`src/rtl/cache_mem_bridge.sv`:
```
// Bridges 128-bit cache line fills/write-backs onto a narrow BUS_W-wide memory bus.
// Define CACHE_BRIDGE_PERF_EN to add saturating fill, write-back and stall counters.
module cache_mem_bridge #(
   parameter int BUS_W = 32
) (
   input  logic              clk,
   input  logic              reset,
   input  logic              mem_req_valid,
   input  logic              mem_req_rw,
   input  logic [31:0]       mem_req_addr,
   input  logic [127:0]      mem_req_data,
   output logic              mem_resp_ready,
   output logic [127:0]      mem_resp_data,
   output logic              bus_req_valid,
   input  logic              bus_req_ready,
   output logic              bus_we,
   output logic [31:0]       bus_addr,
   output logic [BUS_W-1:0]  bus_wdata,
   input  logic              bus_rdata_valid,
   input  logic [BUS_W-1:0]  bus_rdata
`ifdef CACHE_BRIDGE_PERF_EN
   ,
   output logic [31:0]       perf_fills,
   output logic [31:0]       perf_wbacks,
   output logic [31:0]       perf_stall
`endif
);

   localparam int BEATS = 128 / BUS_W;
   localparam int CW    = $clog2(BEATS + 1);
   localparam int STEP  = BUS_W / 8;

   localparam logic [1:0] S_IDLE  = 2'd0;
   localparam logic [1:0] S_WRITE = 2'd1;
   localparam logic [1:0] S_READ  = 2'd2;
   localparam logic [1:0] S_RESP  = 2'd3;

   logic [1:0]       r_state;
   logic [27:0]      r_line;
   logic [127:0]     r_wline;
   logic [127:0]     r_rline;
   logic [CW-1:0]    r_ic;
   logic [CW-1:0]    r_rc;

   logic             w_capture;
   logic             w_issue;
   logic             w_accept;
   logic             w_ret;
   logic             w_last_wr;
   logic             w_last_rd;
   logic [3:0]       w_off;
   logic [BUS_W-1:0] w_wbeat;
   logic             w_unused;

   assign w_unused  = ^mem_req_addr[3:0];
   assign w_capture = mem_req_valid && ((r_state == S_IDLE) || (r_state == S_RESP));
   assign w_issue   = ((r_state == S_WRITE) || (r_state == S_READ)) && (r_ic != CW'(BEATS));
   assign w_accept  = w_issue && bus_req_ready;
   // A returning beat only counts while one is outstanding, so stray data after reset is dropped.
   assign w_ret     = (r_state == S_READ) && bus_rdata_valid && (r_rc != r_ic);
   assign w_last_wr = (r_state == S_WRITE) && w_accept && (r_ic == CW'(BEATS - 1));
   assign w_last_rd = w_ret && (r_rc == CW'(BEATS - 1));

   always_comb begin
      w_off   = 4'd0;
      w_wbeat = '0;
      for (int i = 0; i < BEATS; i++) begin
         if (r_ic == CW'(i)) begin
            w_off   = 4'(i * STEP);
            w_wbeat = r_wline[i*BUS_W +: BUS_W];
         end
      end
   end

   // Beat offset never carries into the line address bits.
   assign bus_req_valid  = w_issue;
   assign bus_we         = w_issue && (r_state == S_WRITE);
   assign bus_addr       = w_issue ? {r_line, w_off} : 32'd0;
   assign bus_wdata      = bus_we ? w_wbeat : '0;
   assign mem_resp_ready = (r_state == S_RESP);
   assign mem_resp_data  = r_rline;

   always_ff @(posedge clk or negedge reset) begin
      if (!reset) begin
         r_state <= S_IDLE;
         r_ic    <= '0;
         r_rc    <= '0;
         r_line  <= '0;
         r_wline <= '0;
      end else begin
         case (r_state)
            S_IDLE, S_RESP: begin
               if (w_capture) begin
                  r_state <= mem_req_rw ? S_WRITE : S_READ;
                  r_line  <= mem_req_addr[31:4];
                  r_wline <= mem_req_data;
                  r_ic    <= '0;
                  r_rc    <= '0;
               end else begin
                  r_state <= S_IDLE;
               end
            end
            S_WRITE: begin
               if (w_accept)  r_ic    <= r_ic + CW'(1);
               if (w_last_wr) r_state <= S_RESP;
            end
            S_READ: begin
               if (w_accept)  r_ic    <= r_ic + CW'(1);
               if (w_ret)     r_rc    <= r_rc + CW'(1);
               if (w_last_rd) r_state <= S_RESP;
            end
            default: r_state <= S_IDLE;
         endcase
      end
   end

   always_ff @(posedge clk or negedge reset) begin
      if (!reset) begin
         r_rline <= '0;
      end else if (w_ret) begin
         for (int i = 0; i < BEATS; i++) begin
            if (r_rc == CW'(i)) r_rline[i*BUS_W +: BUS_W] <= bus_rdata;
         end
      end
   end

`ifdef CACHE_BRIDGE_PERF_EN
   function automatic logic [31:0] sat_inc(input logic [31:0] v);
      return (v == 32'hFFFF_FFFF) ? v : v + 32'd1;
   endfunction

   logic [31:0] r_fills;
   logic [31:0] r_wbacks;
   logic [31:0] r_stall;

   always_ff @(posedge clk or negedge reset) begin
      if (!reset) begin
         r_fills  <= '0;
         r_wbacks <= '0;
         r_stall  <= '0;
      end else begin
         if (w_last_rd)                r_fills  <= sat_inc(r_fills);
         if (w_last_wr)                r_wbacks <= sat_inc(r_wbacks);
         if (w_issue && !bus_req_ready) r_stall <= sat_inc(r_stall);
      end
   end

   assign perf_fills  = r_fills;
   assign perf_wbacks = r_wbacks;
   assign perf_stall  = r_stall;
`endif

endmodule

```
`config.mk`:
```
export PLATFORM = sky130hd
export DESIGN_NAME = cache_mem_bridge
export DESIGN_NICKNAME = d
export VERILOG_FILES = /design/src/rtl/cache_mem_bridge.sv
export SDC_FILE = /design/constraint.sdc
export NUM_CORES = 1
export LEC_CHECK = 0
export CAP_MARGIN = 15
export CELL_PAD_IN_SITES_DETAIL_PLACEMENT = 1
export CELL_PAD_IN_SITES_GLOBAL_PLACEMENT = 1
export CORE_MARGIN = 2
export CORE_UTILIZATION = 34
export DETAILED_ROUTE_END_ITERATION = 10
export PLACE_DENSITY = 0.73
export SETUP_SLACK_MARGIN = 0.4
export SLEW_MARGIN = 20
export SYNTH_ARGS = -nofsm -noshare
export SYNTH_HDL_FRONTEND = slang
export SYNTH_SLANG_ARGS = --single-unit
```
`constraint.sdc`:
```
create_clock -name clk -period 2.07 [get_ports clk]
set_input_delay 0.5175 -clock clk [delete_from_list [all_inputs] [get_ports clk]]
set_output_delay 0.5175 -clock clk [all_outputs]
set_load 0.03 [all_outputs]
```
==> flow_metrics.tcl, run 1 <==
set metrics [dict create \
    outcome "complete, but fails checks" \
    violations "negative setup slack" \
    portBuffers 386 \
    synth-warning-count 0 \
    setup_viol 192 \
    wl_per_cell_um 24.1 \
    clk_path_buf_depth 3 \
    synth-seq-area-share_pct 56.8 \
    vdd_drop_max_v 0.000860 \
    r2r_start "r_ic[0]" \
    cellLeakagePower_uw 0.00985 \
    rrSetupSlack_ps -160 \
    clk_latency_ps 530 \
    r2r_end "mem_resp_data[66]" \
    worst_path_max_delay_cell "dfrtp_1" \
    final_cell_mix "291 x dfrtp_1, 191 x clkdlybuf4s50_1, 155 x mux2_2" \
    startpoint_type "register" \
    grt_pass1_vias 10400 \
    cts_root_buffer "clkbuf_16" \
    cpPeakStageDelay_ps 410 \
    final_common_cell "dfrtp_1" \
    antenna_found_initial 10 \
    finalCritPeriodShare_pct 135 \
    ios 393 \
    tightest_slew_ps 981 \
    critPathMaxFanout 11 \
    min_path_type "primary input to asynchronous set/reset pin" \
    synth-edff-count 0 \
    regArea_mm2 0.00731 \
    h-tree-depth 2 \
    gp_congestion 0.754 \
    via_per_inst 4.90 \
    path_buf_inv 4 \
    ys_ff_latch 292 \
    fp.dieArea_mm2 0.0394 \
    yosysTopAreaCellShare_pct 56.8 \
    fin_crit_ps 2800 \
    initial_core_util_pct 34.3 \
    grt_first_pass_wirelength_um 64300 \
    cts_tree "done" \
    coreArea_mm2 0.0375 \
    yosys.cell_types.count 32 \
    synth_top_cell_by_area "dfrtp_1" \
    grt_max_degree 53 \
    p_total_uw 35800 \
    crit_type "register to output port" \
    cts_buffers 36 \
    async_flop_share_pct 100 \
    drive_gt1_share_pct 55.7 \
    crit_required_ps 1550 \
    drt_pass1_iterations 4 \
    cp.arrival_ps 2280 \
    slew_viol_final 0 \
    worst_slack_ps -731 \
    dp_hpwl_um 28200 \
    hold_violations 0 \
    rsz0062_at_grt "yes" \
    layout.nets 1608 \
    cts_sinks 292 \
    rows 71 \
    die_x_um 199 \
    first_iter_violations 300 \
    antenna_left 0 \
    pwr_density_cell_mw_per_mm2 1710 \
    fill_cells 3658 \
    utilization_pct 55.8 \
    drc_errors 0 \
    synthToLayoutAreaGrowth_pct 62.5 \
    netlist_instances 902 \
    numPlacedInstances 1802 \
    cp-end-kind "output port" \
    synth.avg_cell_area_um2 14.3 \
    synth_area_mm2 0.0129 \
    critical_path_depth 9 \
    cpLargestDelayFamily "buffers and inverters" \
    maxSlewHeadroom_pct 34.5 \
    ys_top_cells_by_area "dfrtp_1 57%, mux2_2 17%, mux2_4 11%, a221o_1 2.5%, nand2b_1 1.6%" \
    hold_ws_ps 482 \
    synth_top_flop_cell "dfrtp_1" \
    reg2reg_depth 10 \
    finalWirelength_um 46800 \
    grt_overflow 0 \
    die_h_um 199 \
    cp_cell_sequence "buf_6 > ha_4 > nor2b_4 > buf_12 > buf_12 > a221o_1 > nand3_2 > a21oi_4 > buf_6" \
    final_cells 1942 \
    clock.fmax_mhz 357 \
    clock_skew_ps 10.1 \
    clk_pin_slew_ps 50 \
    cap_viol_max_count 0 \
    track_usage_pct 21.6 \
    multi_input_area_mm2 0.00633 \
    num_vias 9518 \
]
state kept, by name, summed over array words and instances, names as in the netlist:
signal,count
mem_resp_data,128
r_ic,3
r_line,28
r_rc,3
r_state,2
r_wline,128
what timing repair did:
action | 4_1_cts | 5_1_grt
hold endpoints to repair | 29 | 0
pin swaps | 16 | 39
gates cloned | 12 | 22
buffers inserted | 25 | 8
gates resized for setup | 772 | 72
setup endpoints to repair | 483 | 369
hold buffers | 1 | 0
layer usage:
layer / global-route usage (%) / vias to the layer above / share of wire [%]
li1: - / 4198 / -
met1: 25.7 / 4947 / 40
met2: 37.1 / 287 / 51
met3: 6.41 / 82 / 6.5
met4: 8.04 / 4 / 3.1
met5: 0 / - / 0.058
cells in the mapped netlist, types with 2 or more instances:
master,instances
ha_1,13
buf_2,15
o21ai_0,4
inv_1,14
buf_1,5
a221o_1,32
nand3_4,3
a21oi_1,36
xnor2_1,3
o2111ai_1,2
nand3_1,39
buf_4,3
or3_1,2
mux2_2,194
nor2b_1,4
buf_6,9
mux2i_1,3
and2_1,28
nand2_1,38
clkbuf_1,29
nand2b_1,32
nor2_1,4
mux2_4,90
dfrtp_1,292
where the power goes:
| group | switching, uW | internal, uW | leakage [uW] |
|---|---|---|---|
| clock network | 2460 | 3700 | 0.000573 |
| logic | 9850 | 10200 | 0.00563 |
| registers | 1370 | 8190 | 0.00364 |
| total | 13700 | 22100 | 0.00985 |
worst max-delay path by stage:
| stage | from | to |
|---|---|---|
| 3_5_place_dp | r_ic[1] | bus_wdata[28] |
| 4_1_cts | r_ic[1] | bus_wdata[11] |
| 6_report | r_ic[0] | bus_wdata[10] |
| 5_1_grt | r_ic[0] | bus_wdata[17] |
| 3_3_place_gp | r_ic[1] | bus_wdata[15] |
| 2_1_floorplan | r_ic[1] | bus_wdata[30] |
kinds of logic after synthesis:
group / after synthesis / share of synthesized area (%)
and+or+nand+nor: 151 / 6.40
muxes: 287 / 27.7
adders and majority gates: 13 / 1.26
AOI/OAI and AO/OA: 80 / 4.65
other: 1 / 0.0291
buffers and inverters: 75 / 2.95
xor gates and xnor gates: 3 / 0.204
DFF: 292 / 56.8
through the flow:
stage / setup TNS [ps] / area, um^2 / setup slack, ps
3_3_place_gp: -16510 / 18500 / -176
6_report: -55730 / 20900 / -731
2_1_floorplan: -3000 / 13800 / -99.6
5_1_grt: -69860 / 20900 / -822
4_1_cts: -38840 / 20000 / -693
3_5_place_dp: -21610 / 18500 / -199
area by class of cell:
class,count,share of cell area [%]
Sequential cell,292,35.0
Multi-Input combinational cell,540,30.3
Timing Repair Buffer,513,25.8
Clock buffer,57,5.36
Tap cell,511,3.06
Inverter,14,0.269
Clock inverter,5,0.156
Antenna cell,10,0.120
No activity file was read; power rests on OpenSTA's default activity.
==> run 2, diff against run 1 <==
Settings changed: CTS_CLUSTER_SIZE set to 8.
==> flow_metrics.tcl, run 2 (synthesized netlist as in run 1, its figures left out) <==
set metrics [dict create \
    clk_latency_ps 560 \
    place_area_mm2 0.0185 \
    outcome "complete, but fails checks" \
    first_iter_violations 248 \
    preCtsSetupSlack_ps -199 \
    fp.dieArea_mm2 0.0394 \
    coreArea_mm2 0.0375 \
    startpoint_type "register" \
    cp-end-kind "output port" \
    grt_pass1_vias 10400 \
    portBuffers 386 \
    slew_viol_final 0 \
    cap_viol_max_count 0 \
    pwr_density_cell_mw_per_mm2 1710 \
    critPathMaxFanout 6 \
    cts_root_buffer "clkbuf_16" \
    clk_pin_slew_ps 50 \
    setup_viol 186 \
    cellLeakagePower_uw 0.00991 \
    rrSetupSlack_ps -140 \
    cp.arrival_ps 2400 \
    drive_gt1_share_pct 55.9 \
    clock_skew_ps 19.1 \
    cts_tree "done" \
    crit_required_ps 1550 \
    antenna_found_initial 7 \
    fill_cells 3612 \
    track_usage_pct 21.7 \
    drt_pass1_iterations 4 \
    initial_core_util_pct 34.3 \
    path_common_cell "buf_6" \
    worst_slack_ps -844 \
    clk_path_buf_depth 3 \
    num_vias 9607 \
    cts_sinks 292 \
    rsz0062_at_grt "yes" \
    die_h_um 199 \
    grt_max_degree 53 \
    rows 71 \
    fin_crit_ps 2910 \
    final_cell_mix "289 x dfrtp_1, 191 x clkdlybuf4s50_1, 158 x mux2_2" \
    design_area_mm2 0.0211 \
    clock.fmax_mhz 343 \
    final_cells 1923 \
    die_x_um 199 \
    h-tree-depth 2 \
    ios 393 \
    cts_buffers 42 \
    antenna_left 0 \
    layout.nets 1615 \
    reg2reg_depth 9 \
    fin_setup_tns_ps -56370 \
    wl_per_cell_um 25.1 \
    grt_first_pass_wirelength_um 64300 \
    numPlacedInstances 1802 \
    finalWirelength_um 48300 \
    r2r_start "r_ic[0]" \
    path_buf_inv 6 \
    dp_hpwl_um 28200 \
    worst_path_max_delay_cell "dfrtp_2" \
    violations "negative setup slack" \
    synthToLayoutAreaGrowth_pct 64.4 \
    tightest_slew_ps 959 \
    finalCritPeriodShare_pct 141 \
    via_per_inst 5.00 \
    vdd_drop_max_v 0.000857 \
    crit_type "register to output port" \
    cpPeakStageDelay_ps 430 \
    drc_errors 0 \
    hold_violations 0 \
    cp_cell_sequence "inv_2 > ha_4 > buf_6 > buf_6 > a21oi_4 > nand2_4 > buf_12 > buf_16 > a21oi_4 > buf_6" \
    maxSlewHeadroom_pct 36.0 \
    r2r_end "mem_resp_data[6]" \
    gp_congestion 0.754 \
    final_common_cell "dfrtp_1" \
    grt_overflow 0 \
    min_path_type "primary input to asynchronous set/reset pin" \
    cpLargestDelayFamily "buffers and inverters" \
]
-- run 2: how the worst max path moves through the flow --
stage	from	endpoint	slack [ps]	cells past startpoint
final	r_ic[0]	bus_wdata[29]	-840	10
after global placement	r_ic[1]	bus_wdata[15]	-180	7
after detailed placement	r_ic[1]	bus_wdata[28]	-200	7
after floorplan	r_ic[1]	bus_wdata[30]	-100	9
after CTS	r_ic[0]	bus_wdata[7]	-790	9
after global routing	r_ic[0]	bus_wdata[29]	-910	10
-- run 2: layout make-up --
class	instances	area [um^2]	area share [%]
antenna	4	10.0	0.0473
clock buffer	45	1070	5.07
clock inverter	3	33.8	0.160
inverter	14	56.3	0.266
multi-input combinational	540	6340	30.0
sequential	292	7310	34.6
tap	511	639	3.02
timing repair buffer	514	5690	26.9
-- run 2: power by group --
part           switching, uW  internal [uW]
logic                   9890          10600
clock network           2490           3620
registers               1450           8200
-- run 2: through the flow --
step	power [uW]	hold WS, ps	utilization [%]
after global placement	25700	449	49.2
after CTS	33600	456	53.3
after floorplan	20600	222	-
final	36200	458	56.4
after detailed placement	26200	455	49.2
after global routing	37800	489	56.4
-- run 2: what timing repair did --
item	4_1_cts	5_1_grt
buffers inserted	20	9
endpoints found under the setup margin	484	379
gates resized for setup	813	89
pin swaps	22	59
gates cloned	9	30
hold endpoints to repair	29	0
hold buffers	1	0
-- run 2: layer usage --
layer,share of wire (%),global-route usage [%],vias up,wire length [um]
met1,40,25.5,5005,19200
met4,3.2,8.76,4,1530
met3,6.1,6.32,94,2960
met2,51,37.2,301,24600
met5,0.062,0,-,30
li1,-,-,4203,-
